$ cat src/rtl/store_buffer.sv
// Posted-store buffer between MEM-stage control and data memory.
// Queues stores, forwards or stalls overlapping loads, and drains stores when the memory port is idle.
module store_buffer #(
  parameter int DM_ADDRESS = 9,
  parameter int DATA_W     = 32,
  parameter int DEPTH      = 4
) (
  input  logic                         clk,
  input  logic                         rst_n,
  input  logic                         MemRead,
  input  logic                         MemWrite,
  input  logic [DM_ADDRESS-1:0]        a,
  input  logic [DATA_W-1:0]            wd,
  input  logic [2:0]                   Funct3,
  output logic                         stall,
  output logic                         fwd_hit,
  output logic [DATA_W-1:0]            fwd_data,
  output logic                         dm_MemRead,
  output logic                         dm_MemWrite,
  output logic [DM_ADDRESS-1:0]        dm_a,
  output logic [DATA_W-1:0]            dm_wd,
  output logic [2:0]                   dm_Funct3,
  output logic [$clog2(DEPTH+1)-1:0]   count,
  output logic                         empty
);

  localparam int PTR_W = $clog2(DEPTH);
  localparam int CNT_W = $clog2(DEPTH+1);

  logic [DM_ADDRESS-1:0] r_addr [DEPTH];
  logic [DATA_W-1:0]     r_data [DEPTH];
  logic [2:0]            r_f3   [DEPTH];
  logic [PTR_W-1:0]      r_wr_ptr;
  logic [PTR_W-1:0]      r_rd_ptr;
  logic [CNT_W-1:0]      r_count;

  logic [PTR_W-1:0]      w_idx [DEPTH];
  logic [DEPTH-1:0]      w_word_hit;
  logic                  w_any_hit;
  logic [PTR_W-1:0]      w_young_idx;
  logic                  w_is_load;
  logic                  w_is_store;
  logic                  w_full;
  logic                  w_push;
  logic                  w_fwd_ok;
  logic                  w_issue_rd;
  logic                  w_fwd;
  logic                  w_ld_stall;
  logic                  w_pop;
  logic [DATA_W-1:0]     w_young_data;
  logic [DATA_W-1:0]     w_ext;

  function automatic logic [2:0] f_st_bytes(input logic [2:0] f3);
    case (f3)
      3'b000:  return 3'd1;
      3'b001:  return 3'd2;
      default: return 3'd4;
    endcase
  endfunction

  function automatic logic [2:0] f_ld_bytes(input logic [2:0] f3);
    case (f3[1:0])
      2'b00:   return 3'd1;
      2'b01:   return 3'd2;
      default: return 3'd4;
    endcase
  endfunction

  // Slot gi holds the gi-th oldest entry; only the first r_count slots are live.
  genvar gi;
  generate
    for (gi = 0; gi < DEPTH; gi++) begin : g_slot
      assign w_idx[gi]      = r_rd_ptr + PTR_W'(gi);
      assign w_word_hit[gi] = (CNT_W'(gi) < r_count) &&
                              (r_addr[w_idx[gi]][DM_ADDRESS-1:2] == a[DM_ADDRESS-1:2]);
    end
  endgenerate

  // Scanning oldest to youngest leaves the youngest word match selected.
  always_comb begin
    w_any_hit   = 1'b0;
    w_young_idx = '0;
    for (int k = 0; k < DEPTH; k++) begin
      if (w_word_hit[k]) begin
        w_any_hit   = 1'b1;
        w_young_idx = w_idx[k];
      end
    end
  end

  assign w_is_load    = MemRead;
  assign w_is_store   = MemWrite & ~MemRead;
  assign w_full       = (r_count == CNT_W'(DEPTH));
  assign w_push       = w_is_store & ~w_full;
  assign w_young_data = r_data[w_young_idx];
  assign w_fwd_ok     = (r_addr[w_young_idx] == a) &&
                        (f_st_bytes(r_f3[w_young_idx]) >= f_ld_bytes(Funct3));
  assign w_issue_rd   = w_is_load & ~w_any_hit;
  assign w_fwd        = w_is_load & w_any_hit & w_fwd_ok;
  assign w_ld_stall   = w_is_load & w_any_hit & ~w_fwd_ok;
  assign w_pop        = ~w_issue_rd & ~w_push & (r_count != '0);

  always_comb begin
    case (Funct3)
      3'b000:  w_ext = {{(DATA_W-8){w_young_data[7]}}, w_young_data[7:0]};
      3'b001:  w_ext = {{(DATA_W-16){w_young_data[15]}}, w_young_data[15:0]};
      3'b100:  w_ext = {{(DATA_W-8){1'b0}}, w_young_data[7:0]};
      3'b101:  w_ext = {{(DATA_W-16){1'b0}}, w_young_data[15:0]};
      default: w_ext = w_young_data;
    endcase
  end

  // rst_n gates the outputs so a request held during reset drives nothing.
  always_comb begin
    stall       = 1'b0;
    fwd_hit     = 1'b0;
    fwd_data    = '0;
    dm_MemRead  = 1'b0;
    dm_MemWrite = 1'b0;
    dm_a        = '0;
    dm_wd       = '0;
    dm_Funct3   = '0;
    if (rst_n) begin
      stall      = w_ld_stall | (w_is_store & w_full);
      fwd_hit    = w_fwd;
      dm_MemRead = w_issue_rd;
      if (w_fwd) begin
        fwd_data = w_ext;
      end
      if (w_pop) begin
        dm_MemWrite = 1'b1;
        dm_a        = r_addr[r_rd_ptr];
        dm_wd       = r_data[r_rd_ptr];
        dm_Funct3   = r_f3[r_rd_ptr];
      end else if (w_is_load) begin
        dm_a      = a;
        dm_Funct3 = Funct3;
      end
    end
  end

  assign count = r_count;
  assign empty = (r_count == '0);

  always_ff @(posedge clk or negedge rst_n) begin
    if (!rst_n) begin
      r_wr_ptr <= '0;
      r_rd_ptr <= '0;
      r_count  <= '0;
    end else if (w_push) begin
      r_wr_ptr <= r_wr_ptr + 1'b1;
      r_count  <= r_count + 1'b1;
    end else if (w_pop) begin
      r_rd_ptr <= r_rd_ptr + 1'b1;
      r_count  <= r_count - 1'b1;
    end
  end

  // Entry storage needs no reset: occupancy alone decides which slots are meaningful.
  always_ff @(posedge clk) begin
    if (w_push) begin
      r_addr[r_wr_ptr] <= a;
      r_data[r_wr_ptr] <= wd;
      r_f3[r_wr_ptr]   <= Funct3;
    end
  end

endmodule

$ cat config.mk
export PLATFORM = sky130hd
export DESIGN_NAME = store_buffer
export DESIGN_NICKNAME = d
export VERILOG_FILES = /design/src/rtl/store_buffer.sv
export SDC_FILE = /design/constraint.sdc
export NUM_CORES = 1
export LEC_CHECK = 0
export CAP_MARGIN = 15
export CORE_ASPECT_RATIO = 0.9
export CORE_MARGIN = 10
export CORE_UTILIZATION = 65
export CTS_BUF_LIST = sky130_fd_sc_hd__clkbuf_8 sky130_fd_sc_hd__clkbuf_16
export DETAILED_ROUTE_END_ITERATION = 16
export DONT_BUFFER_PORTS = 1
export PLACE_DENSITY = 0.82
export SYNTH_ARGS = -nofsm -noshare
export SYNTH_HDL_FRONTEND = slang
export SYNTH_SLANG_ARGS = --single-unit
$ cat constraint.sdc
create_clock -name clk -period 5.7 [get_ports clk]
set_input_delay 0.285 -clock clk [delete_from_list [all_inputs] [get_ports clk]]
set_output_delay 0.285 -clock clk [all_outputs]
set_load 0.005 [all_outputs]
==> flow_summary.yaml <==
status:
  status: "finished, final reports clean"
worst_setup_path:
  worst_r2r_path_depth: 13
  r2r_start: "r_rd_ptr[0]$_DFFE_PN0P_"
  crit_path_end: "fwd_data[1]"
  crit_required_ns: 5.41
  cp-start-kind: "register"
  worstPathArrival_ns: 5.28
  crit_type: "register to output pin"
  setup.worst_path.start: "r_rd_ptr[0]$_DFFE_PN0P_"
  r2r_slack_ns: 1.70
  regToRegEndpoint: "r_rd_ptr[1]$_DFFE_PN0P_"
  end_kind: "output pin"
  cp_max_fo: 33
logic_synthesis:
  syn-cell-area_um2: 10800
  synthFlopType: "edfxtp_1"
  synth-async-reset-ratio: 0.0383
  ys_seq_area_frac: 0.507
  syn_area_per_cell_um2: 14.2
  ys_types: 67
  synth_fp_nets: 820
  synth_edf_count: 176
  synth_warnings: 0
  synth_seq_cells: 183
  syn_inst: 761
timing:
  fmax_mhz: 180
  tightest_slew_ns: 1.01
  relSlewSlack: 0.324
  fin_crit_ns: 5.57
  setup-tns-final_ns: 0
  setup_violations: 0
  slew_viol_final: 0
  fin_crit_sh: 0.977
  skew_ns: 0.00935
  finalHoldViolations: 0
clock_network:
  clockBufferDepth: 2
  cts_root_buf: "clkbuf_16"
  cts_tree: "built"
  htree_levels: 4
  clkLatencyLatePin_ns: 0.44
  cts_sinks: 183
  numCtsBuffers: 17
  cts.clk_slew.worst_paths_ns: 0.07
routing:
  wl_per_cell_um: 29.8
  dr.pass1.iters: 5
  drc_errors: 0
  num_vias: 7624
  via_per_inst: 7.53
  drt_iter0_drc: 963
  postRouteAntennaNets: 0
  wl_mm: 30.2
pwr:
  p_leak_nw: 4.19
  power_density_nw_per_um2: 440
  ir_drop_v: 0.000311
flow_run:
  drv_cap: 0
floorplanning:
  die-area_um2: 22100
  initial_core_util: 0.665
  die_w_um: 156
  die_y_um: 142
  boundaryPins: 132
  placementRows: 44
  core_um2: 16200
global_route:
  grt_overflow: 0
  grt_pass1_vias: 7573
  grt_usage: 0.269
  antenna_found_initial: 0
  grt_pass1_wl_mm: 45.8
  grt_max_degree: 50
placement:
  gp_congestion: 0.933
  port_buffers: 0
  hpwl_mm: 18.6
  placed_cell_area_um2: 10900
final_layout:
  fin_nets: 852
  final_common_cell: "edfxtp_1"
  final_cell_mix: "edfxtp_1, mux4_2, nand2_1"
  syn2layout_area_growth_pct: 13.6
  fin_area_um2: 12200
  drive_gt1_frac: 0.278
  insertedDiodeCount: 0
worst_hold_path:
  min_path_type: "input port to async pin"
==> synth_stat cells (all sizes together), types with 2 or more instances <==
master / n / area share
a21boi: 13 / 0.0091
a31oi: 4 / 0.0029
o311ai: 10 / 0.0081
a211o: 3 / 0.0024
nor2: 20 / 0.0070
o21bai: 2 / 0.0014
a311o: 10 / 0.0093
a22o: 3 / 0.0024
dfrtp: 7 / 0.016
o21ai: 6 / 0.0028
and3: 36 / 0.021
edfxtp: 176 / 0.49
nor2b: 14 / 0.0093
nand4: 6 / 0.0035
or3: 8 / 0.0046
nand3: 18 / 0.0084
o31ai: 3 / 0.0021
buf: 34 / 0.020
inv: 13 / 0.0045
mux4: 84 / 0.18
ha: 11 / 0.013
a22oi: 7 / 0.0049
clkbuf: 36 / 0.013
a21oi: 30 / 0.022
o221ai: 11 / 0.0089
and2: 6 / 0.0035
mux2i: 40 / 0.038
or2: 3 / 0.0017
nor3: 11 / 0.0056
nand2: 55 / 0.019
a32oi: 7 / 0.0057
o211ai: 3 / 0.0026
a21o: 2 / 0.0014
xnor2: 32 / 0.026
nor3b: 3 / 0.0021
a211oi: 6 / 0.0063
xor2: 7 / 0.0057
o22ai: 5 / 0.0035
==> where the power goes <==
group / internal [mW] / switching (mW) / leakage, nW
registers: 1.65 / 0.154 / 1.68
clock network: 0.702 / 0.547 / 0.301
logic: 1.10 / 1.23 / 2.22
total: 3.45 / 1.93 / 4.19
==> what timing repair did <==
| item | 4_1_cts | 5_1_grt |
|---|---|---|
| buffers inserted | 6 | 8 |
| pin swaps | 0 | 4 |
| gates resized for setup | 2 | 25 |
| hold buffers | 45 | 0 |
| endpoints found under the setup margin | 34 | 34 |
| endpoints found under the hold margin | 183 | 0 |
==> flip-flops by register name, indices dropped and copies added (netlist names) <==
signal	flops
r_rd_ptr	2
r_addr	36
count	3
r_data	128
r_wr_ptr	2
r_f3	12
==> stage by stage <==
stage          setup slack, ns   util  power, mW  cells  hold WS (ns)
2_1_floorplan            0.911      -       3.49    761       -0.0106
3_3_place_gp             0.337  0.674       3.85    922      -0.00917
3_5_place_dp             0.157  0.674       3.93    922      -0.00897
4_1_cts                 0.0229  0.744       5.23   1005         0.237
5_1_grt                -0.0122  0.756       5.60   1013         0.256
6_report                 0.131  0.756       5.38   1013         0.242
==> metal layers <==
metal / vias to the layer above / global-route usage / share of wire
met3: 66 / 0.0719 / 0.11
met5: - / 0 / 0
met4: 0 / 0.0827 / 0.022
li1: 3127 / - / -
met1: 3864 / 0.356 / 0.38
met2: 567 / 0.427 / 0.49
==> cell type report <==
| class | instances | area (um2) |
|---|---|---|
| fill | 948 | 3950 |
| inverter | 13 | 48.8 |
| clock buffer | 17 | 425 |
| clock inverter | 15 | 198 |
| multi-input combinational | 495 | 5050 |
| timing repair buffer | 83 | 787 |
| tap | 207 | 259 |
| sequential | 183 | 5470 |
==> cell families (layout without fill, tap and decap cells) <==
kind of cell	Yosys count	count (layout)	share of synthesized area
adders and majority gates	11	11	0.0128
muxes	125	125	0.214
buffers and inverters	83	128	0.0372
DFF	183	183	0.507
xor gates and xnor gates	39	39	0.0317
AOI/OAI and AO/OA	132	132	0.102
and+or+nand+nor	188	188	0.0950
==> worst min-delay path by stage <==
| stage | start | to | slack [ns] | cells after the start |
|---|---|---|---|---|
| global route | rst_n | count[0]$_DFFE_PN0P_ | 0.26 | 1 |
| floorplan | rst_n | count[0]$_DFFE_PN0P_ | -0.01 | 0 |
| CTS | rst_n | count[0]$_DFFE_PN0P_ | 0.24 | 1 |
| finish | rst_n | count[0]$_DFFE_PN0P_ | 0.24 | 1 |
| detailed placement | rst_n | count[2]$_DFFE_PN0P_ | -0.009 | 0 |
| global placement | rst_n | count[2]$_DFFE_PN0P_ | -0.009 | 0 |
==> critical path, stage by stage, from the launching register on <==
cell and delay, ns:
dfrtp_4 0.50, buf_6 0.18, buf_4 0.12, mux4_2 0.49, xnor2_1 0.22, and3_2 0.27, o211ai_2 0.14, o22ai_2 0.19
nand2_2 0.14, and2_1 0.30, o311ai_2 0.28, o31ai_2 0.15, or2_2 0.31, ha_1 0.27, nand2b_1 0.09, a21o_1 0.10
a21oi_1 0.07, a211oi_2 0.30, nand4b_4 0.15, buf_12 0.22, nor2b_1 0.17, buf_4 0.14
Note: power is estimated with default switching activity, not from simulation.
